`src/rtl/adder_arbiter.sv`:
```
// adder_arbiter: N_REQ requesters share one two-stage adder pipeline.
// Round-robin arbitration feeds S1 (operands + id); S2 holds the sum and
// drives the response port directly, so responses come straight from flops.
module adder_arbiter #(
   parameter int unsigned N_REQ = 4,
   parameter int unsigned WIDTH = 8
) (
   input  logic                        clock,
   input  logic                        reset,
   input  logic [N_REQ-1:0]            req_valid,
   output logic [N_REQ-1:0]            req_ready,
   input  logic [N_REQ*WIDTH-1:0]      req_operand1,
   input  logic [N_REQ*WIDTH-1:0]      req_operand2,
   output logic                        rsp_valid,
   input  logic                        rsp_ready,
   output logic [$clog2(N_REQ)-1:0]    rsp_id,
   output logic [WIDTH:0]              rsp_sum,
   output logic                        busy,
   output logic [15:0]                 done_count
);

   localparam int unsigned ID_W  = $clog2(N_REQ);
   localparam int unsigned SUM_W = WIDTH + 1;

   logic              s1_valid;
   logic [WIDTH-1:0]  s1_op1;
   logic [WIDTH-1:0]  s1_op2;
   logic [ID_W-1:0]   s1_id;
   logic              s2_valid;
   logic [WIDTH:0]    s2_sum;
   logic [ID_W-1:0]   s2_id;
   logic [ID_W-1:0]   last_granted;

   logic              deliver;
   logic              s2_load;
   logic              s1_free;
   logic              accept;
   logic              win_found;
   logic [ID_W-1:0]   win_idx;
   logic [ID_W:0]     cand;
   logic [WIDTH-1:0]  op1_sel;
   logic [WIDTH-1:0]  op2_sel;

   // Pipeline flow control: S2 frees on delivery, S1 frees when it moves on.
   assign deliver = s2_valid & rsp_ready;
   assign s2_load = ~s2_valid | deliver;
   assign s1_free = ~s1_valid | s2_load;
   assign accept  = |req_ready;

   // Round-robin search starting just after the last granted index.
   always_comb begin
      win_found = 1'b0;
      win_idx   = last_granted;
      cand      = '0;
      for (int unsigned off = 1; off <= N_REQ; off++) begin
         cand = {1'b0, last_granted} + (ID_W+1)'(off);
         if (cand >= (ID_W+1)'(N_REQ)) begin
            cand = cand - (ID_W+1)'(N_REQ);
         end
         if (!win_found && req_valid[cand[ID_W-1:0]]) begin
            win_found = 1'b1;
            win_idx   = cand[ID_W-1:0];
         end
      end
   end

   // Grant is one-hot on the winner only when S1 can take it and not in reset.
   always_comb begin
      req_ready = '0;
      if (win_found && s1_free && !reset) begin
         req_ready[win_idx] = 1'b1;
      end
   end

   // Operand mux keyed by the grant, so non-granted operands never leak in.
   always_comb begin
      op1_sel = '0;
      op2_sel = '0;
      for (int i = 0; i < int'(N_REQ); i++) begin
         if (req_ready[i]) begin
            op1_sel = req_operand1[i*WIDTH +: WIDTH];
            op2_sel = req_operand2[i*WIDTH +: WIDTH];
         end
      end
   end

   // Stage 1: capture operands and id on accept, empty when advancing alone.
   always_ff @(posedge clock or posedge reset) begin
      if (reset) begin
         s1_valid <= 1'b0;
         s1_op1   <= '0;
         s1_op2   <= '0;
         s1_id    <= '0;
      end else if (accept) begin
         s1_valid <= 1'b1;
         s1_op1   <= op1_sel;
         s1_op2   <= op2_sel;
         s1_id    <= win_idx;
      end else if (s2_load) begin
         s1_valid <= 1'b0;
      end
   end

   // Stage 2: full-width sum; holds while the response is stalled.
   always_ff @(posedge clock or posedge reset) begin
      if (reset) begin
         s2_valid <= 1'b0;
         s2_sum   <= '0;
         s2_id    <= '0;
      end else if (s2_load) begin
         s2_valid <= s1_valid;
         if (s1_valid) begin
            s2_sum <= SUM_W'(s1_op1) + SUM_W'(s1_op2);
            s2_id  <= s1_id;
         end
      end
   end

   // Arbitration pointer moves only on an accept; reset gives index 0 priority.
   always_ff @(posedge clock or posedge reset) begin
      if (reset) begin
         last_granted <= ID_W'(N_REQ - 1);
      end else if (accept) begin
         last_granted <= win_idx;
      end
   end

   // Delivered-result counter, wraps naturally at 16 bits.
   always_ff @(posedge clock or posedge reset) begin
      if (reset) begin
         done_count <= '0;
      end else if (deliver) begin
         done_count <= done_count + 16'd1;
      end
   end

   assign rsp_valid = s2_valid;
   assign rsp_sum   = s2_sum;
   assign rsp_id    = s2_id;
   assign busy      = s1_valid | s2_valid;

endmodule

```
`config.mk`:
```
export PLATFORM = sky130hd
export DESIGN_NAME = adder_arbiter
export DESIGN_NICKNAME = d
export VERILOG_FILES = /design/src/rtl/adder_arbiter.sv
export SDC_FILE = /design/constraint.sdc
export NUM_CORES = 1
export LEC_CHECK = 0
export CAP_MARGIN = 40
export CORE_MARGIN = 4
export CORE_UTILIZATION = 30
export DETAILED_ROUTE_END_ITERATION = 12
export PLACE_DENSITY = 0.58
export SLEW_MARGIN = 40
export SYNTH_ARGS = -nofsm -noshare
export SYNTH_HDL_FRONTEND = slang
export SYNTH_SLANG_ARGS = --single-unit
```
`constraint.sdc`:
```
create_clock -name clock -period 5.5 [get_ports clock]
set_input_delay 1.1 -clock clock [delete_from_list [all_inputs] [get_ports clock]]
set_output_delay 1.1 -clock clock [all_outputs]
set_load 0.01 [all_outputs]
```
After elaboration in Yosys (flattened, before gate mapping)
Index checks and enable logic that the tools add are counted. Widths: inputs -> output; s select.

Flip-flop bits (word level): 49. Input bits: 71. Output and inout bits: 33. Word-level logic and storage cells: 81.

Add/subtract/negate cells: 10. Order comparisons: 10. Mux-type cells: 33. Bitwise logic cells: 6. Reduce and logical (&&, ||, !) cells: 13.

Operators with widths (number): $mux 8 (8); $add 16x1->16 const B (1); $mux 2 (8); $lt 2x3->1 const B (5); $ge 3x3->1 const B (4); $mux 1 (11); $add 8x8->9 (1); $bmux 1 s2 (4); $sub 2x1->2 const B (4); $add 2x2->3 const B (2); $logic_and 1x1->1 (6); $logic_not 1->1 (4); $mux 4 (1); $reduce_or 4->1 (1); $add 2x1->3 const B (1); $add 2x3->3 const B (1); $or 1x1->1 (3); $demux 1 s2 (1); $ge 2x1->1 const B (1); $not 1->1 (2); $reduce_and 2->1 (1); $reduce_bool 2->1 (1); $and 1x1->1 (1).

Logic depth before layout (Yosys ltp)
Depth after elaboration: 24. Gate-level depth with buffers: 8. Depth with buffers taken out: 8.

Least setup slack after synthesis
OpenSTA, ideal clock, no wires.

Kind: input to output. Start point: input reset. End point: output req_ready[0]. Arrival time: 2.971 ns. Setup slack: 1.429 ns. Cell stages on the path: 5. Buffers on the path: 1. Path through: inv_1 > and3_1 > nand2_1 > buf_2 > nor2_1.

Cells in the longest elaborated chain, start to end: 3.

Ends and longest elaborated chain: from (decl) (line 9) `input logic reset,`; $logic_not 1->1 (no line); $logic_and 1x1->1 (line 70) `if (win_found && s1_free && !reset) begin`; $mux 4 (line 70); to (decl) (line 11) `output logic [N_REQ-1:0] req_ready,`.

Every way passes these cells.

Final worst setup path
Start point: input req_valid[3]. End point: output req_ready[0].

Cells in the longest elaborated chain, start to end: 17. Elaborated cells on any way between the ends: 30. Classes of those cells: order compare: 2; mux: 19; reduce/logical: 9.

Ends and longest elaborated chain: from (decl) (line 10) `input logic [N_REQ-1:0] req_valid,`; $bmux 1 s2 (line 60) `if (!win_found && req_valid[cand[ID_W-1:0]]) begin`; $mux 1 (not written as such) (line 60); $mux 1 (line 60); $logic_not 1->1 (line 60); $logic_and 1x1->1 (line 60); $mux 1 (line 60); $logic_not 1->1 (line 60); $logic_and 1x1->1 (line 60); $mux 1 (line 60); $logic_not 1->1 (line 60); $logic_and 1x1->1 (line 60); $mux 2 (line 60); $lt 2x3->1 (not written as such) / $ge 2x1->1 (equally long branches) (line 71) `req_ready[win_idx] = 1'b1;`; $logic_and 1x1->1 (not written as such) (line 71); $mux 1 (not written as such) (line 71); $demux 1 s2 (line 71); $mux 4 (*) (line 70).

Mark *: on every way between the ends. The rest lies on a longest branch, timed or not. The select of a mux whose other input is x is not followed.

==> out/metrics.csv <==
metric;value;unit
yosys_warns;0;
synth-compound-area-share;16.54;%
cts_hold_buffers;0;
root_buffer;sky130_fd_sc_hd__clkbuf_8;
post-cts-setup-buffer-count;0;
yosys_top_cell_area_share;41.36;%
hold_viol_final;0;
grt_pass1_vias;2417;
placedInstanceArea;0.003959;sq mm
final_stage_net_count;454;
crit_fanout;13;
timing.final.setup_violations;0;
clock_skew;0.01070;ns
boundaryPins;104;
io_buffer_count;103;
worst_setup_path_end_kind;primary output;
fp.dieW;105.4;microns
fill_cells;943;
grt_antenna_before_repair;0;
row_count;35;
gp_congestion;0.7796;
vdd_drop_max;0.0001465;V
synth_sequential_area_ratio;43.20;%
timing_worst_setup_path_type;input pin to primary output;
final_layout_size_suffix_gt1_share;8.289;%
cts_sinks;49;
total_of_cells_resized_after_clock_tree_synthesis;0;
synth_xor_xnor_area_share;5.851;%
outcome;completed;
full_die_area;0.01110;sq mm
grt.total_usage;13.39;%
post_dr_vias_cell;4.797;
post-layout-total-power;1.675;mW
setup_slack;0.9936;ns
max_clock_freq;0.2219;GHz
vias;2413;
fp.dieH;105.4;microns
power_leakage;1.651;nW
antennaDiodeCount;0;
stdcell_area;0.004071;sq mm
yosysTopAreaCell;sky130_fd_sc_hd__dfrtp_1;
place_worst_setup_slack;0.9620;ns
clock_tree.htree_level_count;2;
synth.area.mux_share;7.567;%
core_region_area;0.009240;sq mm
overflow;0;
detail_route.wirelength;7.490;mm
synth.cell_area;0.002844;sq mm
number_of_clock_buffers_inserted_by_tritoncts;5;
timing.hold.worst.class;flip-flop to flip-flop;
synth-async-reset-ratio;100.0;%
antenna_viol_nets_final;0;
yosys.cell_types.count;52;
synth_simple_gate_area_share;17.20;%
post-route-period-util;81.94;%
syn_area_per_cell;10.42;sq um
drtPass1Iterations;4;
critical_path_required;4.40;ns
synth-adder-area-share;4.663;%
synth.top_cells.by_area;sky130_fd_sc_hd__dfrtp_1, sky130_fd_sc_hd__mux2i_1, sky130_fd_sc_hd__ha_1, sky130_fd_sc_hd__nand2_1, sky130_fd_sc_hd__xnor2_1;
power.density;411.4;mW/mm^2
maxCapViolCount;0;
clk-insertion-delay-late;0.30;ns
drcViolationCount;0;
syn_to_final_growth;43.16;%
startpoint_type;input pin;
drv_slew;0;
count_of_state_elements_after_synthesis;49;
dp.final_hpwl;5.957;mm
initial_utilization;30.78;%
period_minus_slack;4.506;ns
synth_top_flop_cell;sky130_fd_sc_hd__dfrtp_1;
relSlewSlack;51.91;%
clk_transition_reported_paths;0.10;ns
drt_first_iter_violations;61;
synthesis.instances;273;
setup_tns;0;ns
clock_tree_from_tritoncts;done;
synth_enable_flop_cells;0;
global_route_wire_length_before_repair;12.13;mm
grt_max_degree;51;
arrival;3.41;ns
largest_family_of_logic_cells_by_synthesized_area;simple AND/OR/NAND/NOR gates;
synthesis.nets;354;
hold-worst-slack;0.4701;ns
cts-root-to-sink-buffers;2;
grt_setup_unrepaired;false;
route.detailed.wl_per_inst;14.89;microns
worstMarginPinSlew;0.7196;ns
[layout make-up]
type,count,area [sq um],area share (%)
Multi-Input combinational cell,201,1474,36.20
Sequential cell,49,1229,30.18
Timing Repair Buffer,107,1061,26.06
Tap cell,129,161.4,3.964
Clock buffer,5,68.82,1.690
Clock inverter,3,43.79,1.076
Inverter,9,33.78,0.8297
[layer usage]
layer  track usage, %  wire, microns  share of wire (%)  up-vias
met1            17.84           3508                 47     1138
met5                0              0                  0        -
li1                 -              -                  -     1215
met4            3.936             85                1.1        0
met3            2.694            336                4.5        5
met2            21.95           3561                 48       55
[synth_stat cells (7+ instances only)]
master,instances
sky130_fd_sc_hd__dfrtp_1,47
sky130_fd_sc_hd__a21oi_1,8
sky130_fd_sc_hd__o211ai_1,12
sky130_fd_sc_hd__nor2_1,15
sky130_fd_sc_hd__nand4_1,7
sky130_fd_sc_hd__mux2i_1,17
sky130_fd_sc_hd__nand2_1,29
sky130_fd_sc_hd__xnor2_1,12
sky130_fd_sc_hd__nor3_1,7
sky130_fd_sc_hd__inv_1,9
sky130_fd_sc_hd__ha_1,9
sky130_fd_sc_hd__o221ai_1,11
sky130_fd_sc_hd__xor2_1,7
[kinds of logic (layout without fill, tap and decap cells)]
| kind of cell | count (synthesis) | in the layout |
|---|---|---|
| DFF | 49 | 49 |
| muxes | 21 | 21 |
| buffers and inverters | 23 | 124 |
| AOI/OAI and AO/OA | 60 | 60 |
| adders and majority gates | 10 | 10 |
| and+or+nand+nor | 91 | 91 |
| xor gates and xnor gates | 19 | 19 |
[final timing paths]
kind                            startpoint        endpoint  slack [ns]  depth (start not counted)
max                           req_valid[3]    req_ready[0]        0.99                          6
min                         done_count[15]  done_count[15]        0.47                          1
max reg2reg                last_granted[1]       s1_op2[1]        3.38                          6
min reg2reg                 done_count[15]  done_count[15]        0.47                          1
max in group asynchronous            reset       s1_op2[6]        3.73                          3
min in group asynchronous            reset   done_count[3]        1.34                          3
[per-stage QoR]
stage,instances,utilization [%]
2_1_floorplan,273,-
3_3_place_gp,495,42.84
3_5_place_dp,495,42.84
4_1_cts,503,44.06
5_1_grt,503,44.06
6_report,503,44.06
[layout by cell type (no fill, tap or decap), types with 5 or more instances in the layout]
master,netlist,routed
sky130_fd_sc_hd__clkdlybuf4s50_1,0,103
sky130_fd_sc_hd__dfrtp_1,47,47
sky130_fd_sc_hd__nand2_1,29,29
sky130_fd_sc_hd__mux2i_1,17,17
sky130_fd_sc_hd__nor2_1,15,15
sky130_fd_sc_hd__o211ai_1,12,12
sky130_fd_sc_hd__xnor2_1,12,12
sky130_fd_sc_hd__o221ai_1,11,11
sky130_fd_sc_hd__ha_1,9,9
sky130_fd_sc_hd__inv_1,9,8
sky130_fd_sc_hd__a21oi_1,8,8
sky130_fd_sc_hd__nor3_1,7,7
sky130_fd_sc_hd__xor2_1,7,7
sky130_fd_sc_hd__nand4_1,7,7
sky130_fd_sc_hd__o21ai_0,6,6
sky130_fd_sc_hd__and4_1,6,6
sky130_fd_sc_hd__nand2b_1,5,5
sky130_fd_sc_hd__a211oi_1,5,5
sky130_fd_sc_hd__a211oi_2,5,5
sky130_fd_sc_hd__clkbuf_8,0,5
[registers in the layout, summed over array words and instances (netlist names)]
name and count:
s1_op1 8, s1_valid 1, s1_id 2, last_granted 2
done_count 16, rsp_id 2, rsp_sum 9, s1_op2 8
rsp_valid 1
[worst max-delay path: stages]
cell	delay, ns
sky130_fd_sc_hd__clkdlybuf4s50_1	0.54
sky130_fd_sc_hd__or4_4	0.18
sky130_fd_sc_hd__and3_1	0.47
sky130_fd_sc_hd__nand2_1	0.28
sky130_fd_sc_hd__nor2_1	0.25
sky130_fd_sc_hd__clkdlybuf4s50_1	0.58
[power by group]
| group | switching [mW] | internal, mW |
|---|---|---|
| Clock | 0.125 | 0.136 |
| Combinational | 0.402 | 0.423 |
| Sequential | 0.0963 | 0.492 |
| Total | 0.624 | 1.05 |
Power figures use the tool's default switching activity.
